File: src/rtl/sentinel_pkg.sv
// Shared state encoding, 7-segment glyphs and sizing helper for the sequence lock.
// Pure declarations: no latency, no backpressure.
package sentinel_pkg;

  typedef enum logic [1:0] {
    ST_LOCKED   = 2'd0,
    ST_COLLECT  = 2'd1,
    ST_UNLOCKED = 2'd2,
    ST_LOCKOUT  = 2'd3
  } state_t;

  // Active-low glyphs, bit order {dp,g,f,e,d,c,b,a}
  localparam logic [7:0] SEG_LOCKED   = 8'hC7;
  localparam logic [7:0] SEG_COLLECT  = 8'hBF;
  localparam logic [7:0] SEG_UNLOCKED = 8'hC1;
  localparam logic [7:0] SEG_LOCKOUT  = 8'h88;
  localparam logic [7:0] SEG_OFF      = 8'hFF;

  function automatic int max_of(input int a, input int b);
    return (a > b) ? a : b;
  endfunction

endpackage

File: src/rtl/sentinel_cycle_timer.sv
// Loadable saturating down-counter; o_expired is high while the count rests at zero.
// Latency: a load takes effect at the next edge; never stalls, no backpressure.
module sentinel_cycle_timer #(
  parameter int W = 10
) (
  input  logic         clk,
  input  logic         rst_n,
  input  logic         i_load,
  input  logic [W-1:0] i_load_val,
  output logic         o_expired
);

  logic [W-1:0] r_cnt;

  always_ff @(posedge clk or negedge rst_n) begin
    if (!rst_n) begin
      r_cnt <= '0;
    end else if (i_load) begin
      r_cnt <= i_load_val;
    end else if (r_cnt != '0) begin
      r_cnt <= r_cnt - 1'b1;
    end
  end

  assign o_expired = (r_cnt == '0);

endmodule

File: src/rtl/sentinel_seq_lock.sv
// Constant-time keypad sequence lock with failure lockout and glitch response.
// Latency: decision at the edge sampling the last symbol; key_ready drops outside LOCKED/COLLECT.
module sentinel_seq_lock
  import sentinel_pkg::*;
#(
  parameter int                         KEY_W          = 8,
  parameter int                         SEQ_LEN        = 4,
  parameter logic [SEQ_LEN*KEY_W-1:0]   KEY_SEQ        = {8'h0F, 8'hC3, 8'h5A, 8'hB6},
  parameter int                         MAX_FAILS      = 3,
  parameter int                         LOCKOUT_CYCLES = 1024,
  parameter int                         TIMEOUT_CYCLES = 256,
  parameter int                         AUTO_RELOCK    = 0
) (
  input  logic                             clk,
  input  logic                             rst_n,
  input  logic                             ena,
  input  logic [KEY_W-1:0]                 key_in,
  input  logic                             key_valid,
  output logic                             key_ready,
  input  logic                             relock,
  input  logic                             glitch,
  output logic [7:0]                       seg_out,
  output logic                             unlocked,
  output logic                             alarm,
  output logic [$clog2(MAX_FAILS+1)-1:0]   fail_cnt
);

  localparam int FAIL_W  = $clog2(MAX_FAILS + 1);
  localparam int IDX_W   = (SEQ_LEN > 1) ? $clog2(SEQ_LEN) : 1;
  localparam int TMR_MAX = max_of(max_of(LOCKOUT_CYCLES, TIMEOUT_CYCLES), max_of(AUTO_RELOCK, 2));
  localparam int TMR_W   = $clog2(TMR_MAX);

  localparam logic [FAIL_W-1:0] FAIL_MAX   = FAIL_W'(MAX_FAILS);
  localparam logic [IDX_W-1:0]  IDX_LAST   = IDX_W'(SEQ_LEN - 1);
  localparam logic [TMR_W-1:0]  LD_TIMEOUT = TMR_W'(TIMEOUT_CYCLES - 1);
  localparam logic [TMR_W-1:0]  LD_LOCKOUT = TMR_W'(LOCKOUT_CYCLES - 1);
  localparam logic [TMR_W-1:0]  LD_AUTO    = TMR_W'((AUTO_RELOCK > 0) ? AUTO_RELOCK - 1 : 0);

  state_t              r_state;
  state_t              w_nxt_state;
  logic [IDX_W-1:0]    r_idx;
  logic [IDX_W-1:0]    w_nxt_idx;
  logic                r_mis;
  logic                w_nxt_mis;
  logic [FAIL_W-1:0]   r_fail;
  logic [FAIL_W-1:0]   w_nxt_fail;
  logic [FAIL_W-1:0]   w_fail_inc;
  logic                w_tmr_load;
  logic [TMR_W-1:0]    w_tmr_val;
  logic                w_expired;
  logic                w_last;
  logic                w_mis_acc;
  logic [7:0]          w_seg;
  logic [KEY_W-1:0]    w_syms [SEQ_LEN];

  for (genvar g = 0; g < SEQ_LEN; g++) begin : g_sym
    assign w_syms[g] = KEY_SEQ[g*KEY_W +: KEY_W];
  end

  sentinel_cycle_timer #(
    .W (TMR_W)
  ) u_timer (
    .clk        (clk),
    .rst_n      (rst_n),
    .i_load     (w_tmr_load),
    .i_load_val (w_tmr_val),
    .o_expired  (w_expired)
  );

  // Index and mismatch are always zero in LOCKED, so one path covers first and later symbols.
  assign w_last     = (r_idx == IDX_LAST);
  assign w_mis_acc  = r_mis | (key_in != w_syms[r_idx]);
  assign w_fail_inc = (r_fail == FAIL_MAX) ? r_fail : r_fail + 1'b1;

  always_ff @(posedge clk or negedge rst_n) begin
    if (!rst_n) begin
      r_state <= ST_LOCKED;
      r_idx   <= '0;
      r_mis   <= 1'b0;
      r_fail  <= '0;
    end else begin
      r_state <= w_nxt_state;
      r_idx   <= w_nxt_idx;
      r_mis   <= w_nxt_mis;
      r_fail  <= w_nxt_fail;
    end
  end

  always_comb begin
    w_nxt_state = r_state;
    w_nxt_idx   = r_idx;
    w_nxt_mis   = r_mis;
    w_nxt_fail  = r_fail;
    w_tmr_load  = 1'b0;
    w_tmr_val   = LD_TIMEOUT;
    if (glitch) begin
      w_nxt_state = ST_LOCKOUT;
      w_nxt_idx   = '0;
      w_nxt_mis   = 1'b0;
      w_nxt_fail  = FAIL_MAX;
      w_tmr_load  = 1'b1;
      w_tmr_val   = LD_LOCKOUT;
    end else begin
      case (r_state)
        ST_LOCKED, ST_COLLECT: begin
          if (key_valid && !w_last) begin
            w_nxt_state = ST_COLLECT;
            w_nxt_idx   = r_idx + 1'b1;
            w_nxt_mis   = w_mis_acc;
            w_tmr_load  = 1'b1;
          end else if (key_valid || (r_state == ST_COLLECT && w_expired)) begin
            // A symbol on the expiry edge wins over the timeout.
            w_nxt_idx  = '0;
            w_nxt_mis  = 1'b0;
            w_tmr_load = 1'b1;
            if (key_valid && !w_mis_acc) begin
              w_nxt_state = ST_UNLOCKED;
              w_nxt_fail  = '0;
              w_tmr_val   = LD_AUTO;
            end else begin
              w_nxt_fail = w_fail_inc;
              if (w_fail_inc == FAIL_MAX) begin
                w_nxt_state = ST_LOCKOUT;
                w_tmr_val   = LD_LOCKOUT;
              end else begin
                w_nxt_state = ST_LOCKED;
              end
            end
          end
        end
        ST_UNLOCKED: begin
          if (relock || ((AUTO_RELOCK > 0) && w_expired)) begin
            w_nxt_state = ST_LOCKED;
            w_tmr_load  = 1'b1;
          end
        end
        ST_LOCKOUT: begin
          if (w_expired) begin
            w_nxt_state = ST_LOCKED;
            w_nxt_fail  = '0;
            w_tmr_load  = 1'b1;
          end
        end
        default: begin
          w_nxt_state = ST_LOCKED;
        end
      endcase
    end
  end

  always_comb begin
    w_seg = SEG_OFF;
    case (r_state)
      ST_LOCKED:   w_seg = SEG_LOCKED;
      ST_COLLECT:  w_seg = SEG_COLLECT;
      ST_UNLOCKED: w_seg = SEG_UNLOCKED;
      ST_LOCKOUT:  w_seg = SEG_LOCKOUT;
      default:     w_seg = SEG_OFF;
    endcase
  end

  assign seg_out   = ena ? w_seg : SEG_OFF;
  assign key_ready = (r_state == ST_LOCKED) || (r_state == ST_COLLECT);
  assign unlocked  = (r_state == ST_UNLOCKED);
  assign alarm     = (r_state == ST_LOCKOUT);
  assign fail_cnt  = r_fail;

endmodule

File: config.mk
export PLATFORM = sky130hd
export DESIGN_NAME = sentinel_seq_lock
export DESIGN_NICKNAME = d
export VERILOG_FILES = /design/src/rtl/sentinel_pkg.sv /design/src/rtl/sentinel_cycle_timer.sv /design/src/rtl/sentinel_seq_lock.sv
export SDC_FILE = /design/constraint.sdc
export NUM_CORES = 1
export LEC_CHECK = 0
export CAP_MARGIN = 30
export CORE_UTILIZATION = 45
export DETAILED_ROUTE_END_ITERATION = 7
export PLACE_DENSITY = 0.75
export SLEW_MARGIN = 20
export SYNTH_ARGS = -nofsm -noshare
export SYNTH_HDL_FRONTEND = slang
export SYNTH_HIERARCHICAL = 1
export SYNTH_SLANG_ARGS = --single-unit
File: constraint.sdc
create_clock -name clk -period 2.1 [get_ports clk]
set_clock_uncertainty 0.1 [all_clocks]
set_input_delay 0.42 -clock clk [delete_from_list [all_inputs] [get_ports clk]]
set_output_delay 0.42 -clock clk [all_outputs]
set_load 0.02 [all_outputs]
==> results <==
==> registers in the layout, summed over array words and instances, names as in the netlist <==
name           count
r_idx              2
r_state            2
u_timer/r_cnt     10
fail_cnt           2
r_mis              1
==> layout make-up <==
cell class	count	area share, %
well taps	30	2.12
clock buffers	4	1.49
inverters	13	2.76
flip-flops and latches	17	24.2
multi-input cells	110	45.8
repair buffers	48	23.7
==> worst paths after layout <==
check | to | start | slack [ns]
setup / recovery | u_timer/r_cnt[9] | key_in[4] | 0.006
hold / removal | u_timer/r_cnt[7] | rst_n | 0.35
setup reg to reg | u_timer/r_cnt[9] | r_idx[1] | 0.006
hold reg to reg | r_mis | r_mis | 0.43
max in group asynchronous | r_state[1] | rst_n | 1.34
min in group clk | r_mis | r_mis | 0.43
==> power breakdown <==
part	switching [mW]	internal, mW
Combinational	0.0697	0.0742
Clock	0.101	0.0737
Sequential	0.0135	0.339
Total	0.185	0.487
==> logic make-up after synthesis <==
logic type,count (synthesis)
flip-flops,17
buffers and inverters,19
other,1
multiplexers,7
XOR/XNOR,8
AND/OR/NAND/NOR,59
AO/OA/AOI/OAI,31
adder cells (fa/ha/maj),4
==> synthesized netlist by cell type <==
library cell,number
nor4_1,3
xor2_1,4
a21oi_1,10
mux2i_1,5
a22o_1,1
mux2_2,2
ha_1,4
nor3b_1,1
nand3_1,3
o22ai_1,1
conb_1,1
nor2b_1,3
or4_4,1
and3b_1,1
and2_1,2
a22oi_1,1
nand3b_1,1
nor2_1,16
nor3b_2,1
o21ai_1,1
inv_1,13
buf_4,3
a211o_1,1
a31oi_1,3
nand3_2,1
nor4_4,1
nor3_1,3
a211oi_1,2
o2111ai_1,1
a41o_1,1
o31ai_1,4
nand2_1,16
nand4b_1,1
xnor2_2,2
nand2b_1,4
o21ai_0,3
dfrtp_1,17
or2_2,1
o21a_1,2
xnor2_1,2
clkbuf_1,3
==> layer usage <==
layer / up-vias / share of wire [%] / global-route usage [%]
li1: 600 / - / -
met1: 571 / 42 / 25.6
met2: 48 / 53 / 40.9
met3: 6 / 4.0 / 1.67
met4: 0 / 0.64 / 7.69
met5: - / 0 / 0
==> repair_timing <==
action,in CTS,in global routing
buffers inserted,0,2
endpoints found under the setup margin,11,15
pin swaps,1,4
resized for setup,10,11
hold buffers,0,0
==> metrics by stage <==
step                setup TNS (ns)  util, %  cell area [µm²]  setup WS, ns  total power, mW
global placement             -2.47     66.2             1680        -0.258            0.495
global route                -0.164     69.4             1770       -0.0842            0.713
CTS                              0     66.9             1700        0.0215            0.672
floorplan                        0        -             1270        0.0187            0.426
detailed placement           -3.26     66.2             1680        -0.326            0.500
finish                           0     69.4             1770       0.00619            0.672
==> impl_metrics.yaml <==
status:
  status: "finished, final reports clean"
min_path:
  min_path_type: "input pin to async pin"
synthesis:
  synth_adder_area_share_pct: 4.04
  yosysWarningCount: 6
  ys_ff_latch: 17
  yosysUniqueCellTypes: 41
  syn_avg_cell_area_um2: 8.48
  synth_xor_area_share_pct: 6.88
  netlist_area_um2: 1240
  synth_compound_gate_area_share_pct: 16.1
  synth_top_area_share_pct: 34.4
  synthSimpleGateAreaFrac_pct: 25.8
  synth.largest_area_cell: "dfrtp_1"
  synth_mux_area_share_pct: 5.86
  synth_cells: 146
  synth_nets: 164
  synth_top_family_by_area: "simple AND/OR/NAND/NOR gates"
  synth-seq-area-share_pct: 34.4
  synth_area_leaders: "dfrtp_1 34%, nand2_1 4.9%, nor2_1 4.9%"
timing:
  hold_viol: 0
  rsz0062_at_grt: "yes"
  slew_headroom_pct: 62.5
  tightest_slew_ns: 0.558
  period_minus_slack_ns: 2.09
  maxSlewViolCount: 0
  final-setup-viol-count: 0
  fin_crit_sh_pct: 99.7
  max_freq_mhz: 478
  hold-worst-slack_ns: 0.351
setup_path:
  reg2regPathDepth: 8
  crit_path_max_incr_delay_ns: 0.54
  endpoint_kind: "flop"
  critPathTopFamily: "simple AND/OR/NAND/NOR gates"
  cp_slowest_cell: "or4_4"
  cp.required_ns: 2.17
  worst-setup-path-type: "input pin to flop"
  cp.depth: 7
  crit_buf_inv: 1
  path_max_fanout: 4
  cp_cell_sequence: "clkdlybuf4s50_1, xor2_1, nand3_2, or4_4, a41o_1, nor2_1, a21oi_1"
  arrival_ns: 2.16
  critPathLaunchType: "input pin"
clock_network:
  clockBufferDepth: 2
  numCtsBuffers: 3
  cts_tree: "yes"
  clk_pin_slew_ns: 0.10
  insertion_delay_ns: 0.28
  htreeDepth: 1
  clock_sinks: 17
  clockRootBuffer: "clkbuf_4"
power_and_ir_drop:
  irDropWorstVdd_v: 0.000287
  powerDensity_nw_per_um2: 380
  leakagePower_nw: 0.807
global_routing:
  grt_pass1_vias: 1096
  track_usage_pct: 21.8
  grt_pass1_wl_um: 4700
  antenna_found_initial: 0
  grt.overflow.total: 0
  grt_max_degree: 18
route:
  wl_um: 2950
  firstDrtPassIters: 5
  via_count: 1225
  drc: 0
  drt_iter0_markers: 58
  wl_per_cell_um: 13.3
  via_per_inst: 5.52
  ant_nets: 0
final_layout:
  final_common_cell: "buf_4"
  drive_above_1_share_pct: 24.5
  layout.nets: 211
  layout_common_cells: "23 x buf_4, 16 x nor2_1, 16 x nand2_1, 16 x dfrtp_1, 15 x clkdlybuf4s50_1"
  final_cells: 222
  register_area_um2: 427
  multi_input_area_um2: 810
  syn2layout_area_growth_pct: 42.8
  fill_cells: 206
  num_antenna_cells: 0
floorplan:
  die-area_um2: 2960
  dieHeight_um: 54.4
  coreArea_um2: 2540
  std_cell_rows: 18
  start_util_pct: 48.6
  die_w_um: 54.4
  io_pins: 27
flow_run:
  timing.max_cap.violations: 0
placement:
  place_congestion: 0.900
  hpwl_um: 2290
  port_buffers: 25
  dp.cells: 216
No activity file was read; power rests on OpenSTA's default activity.
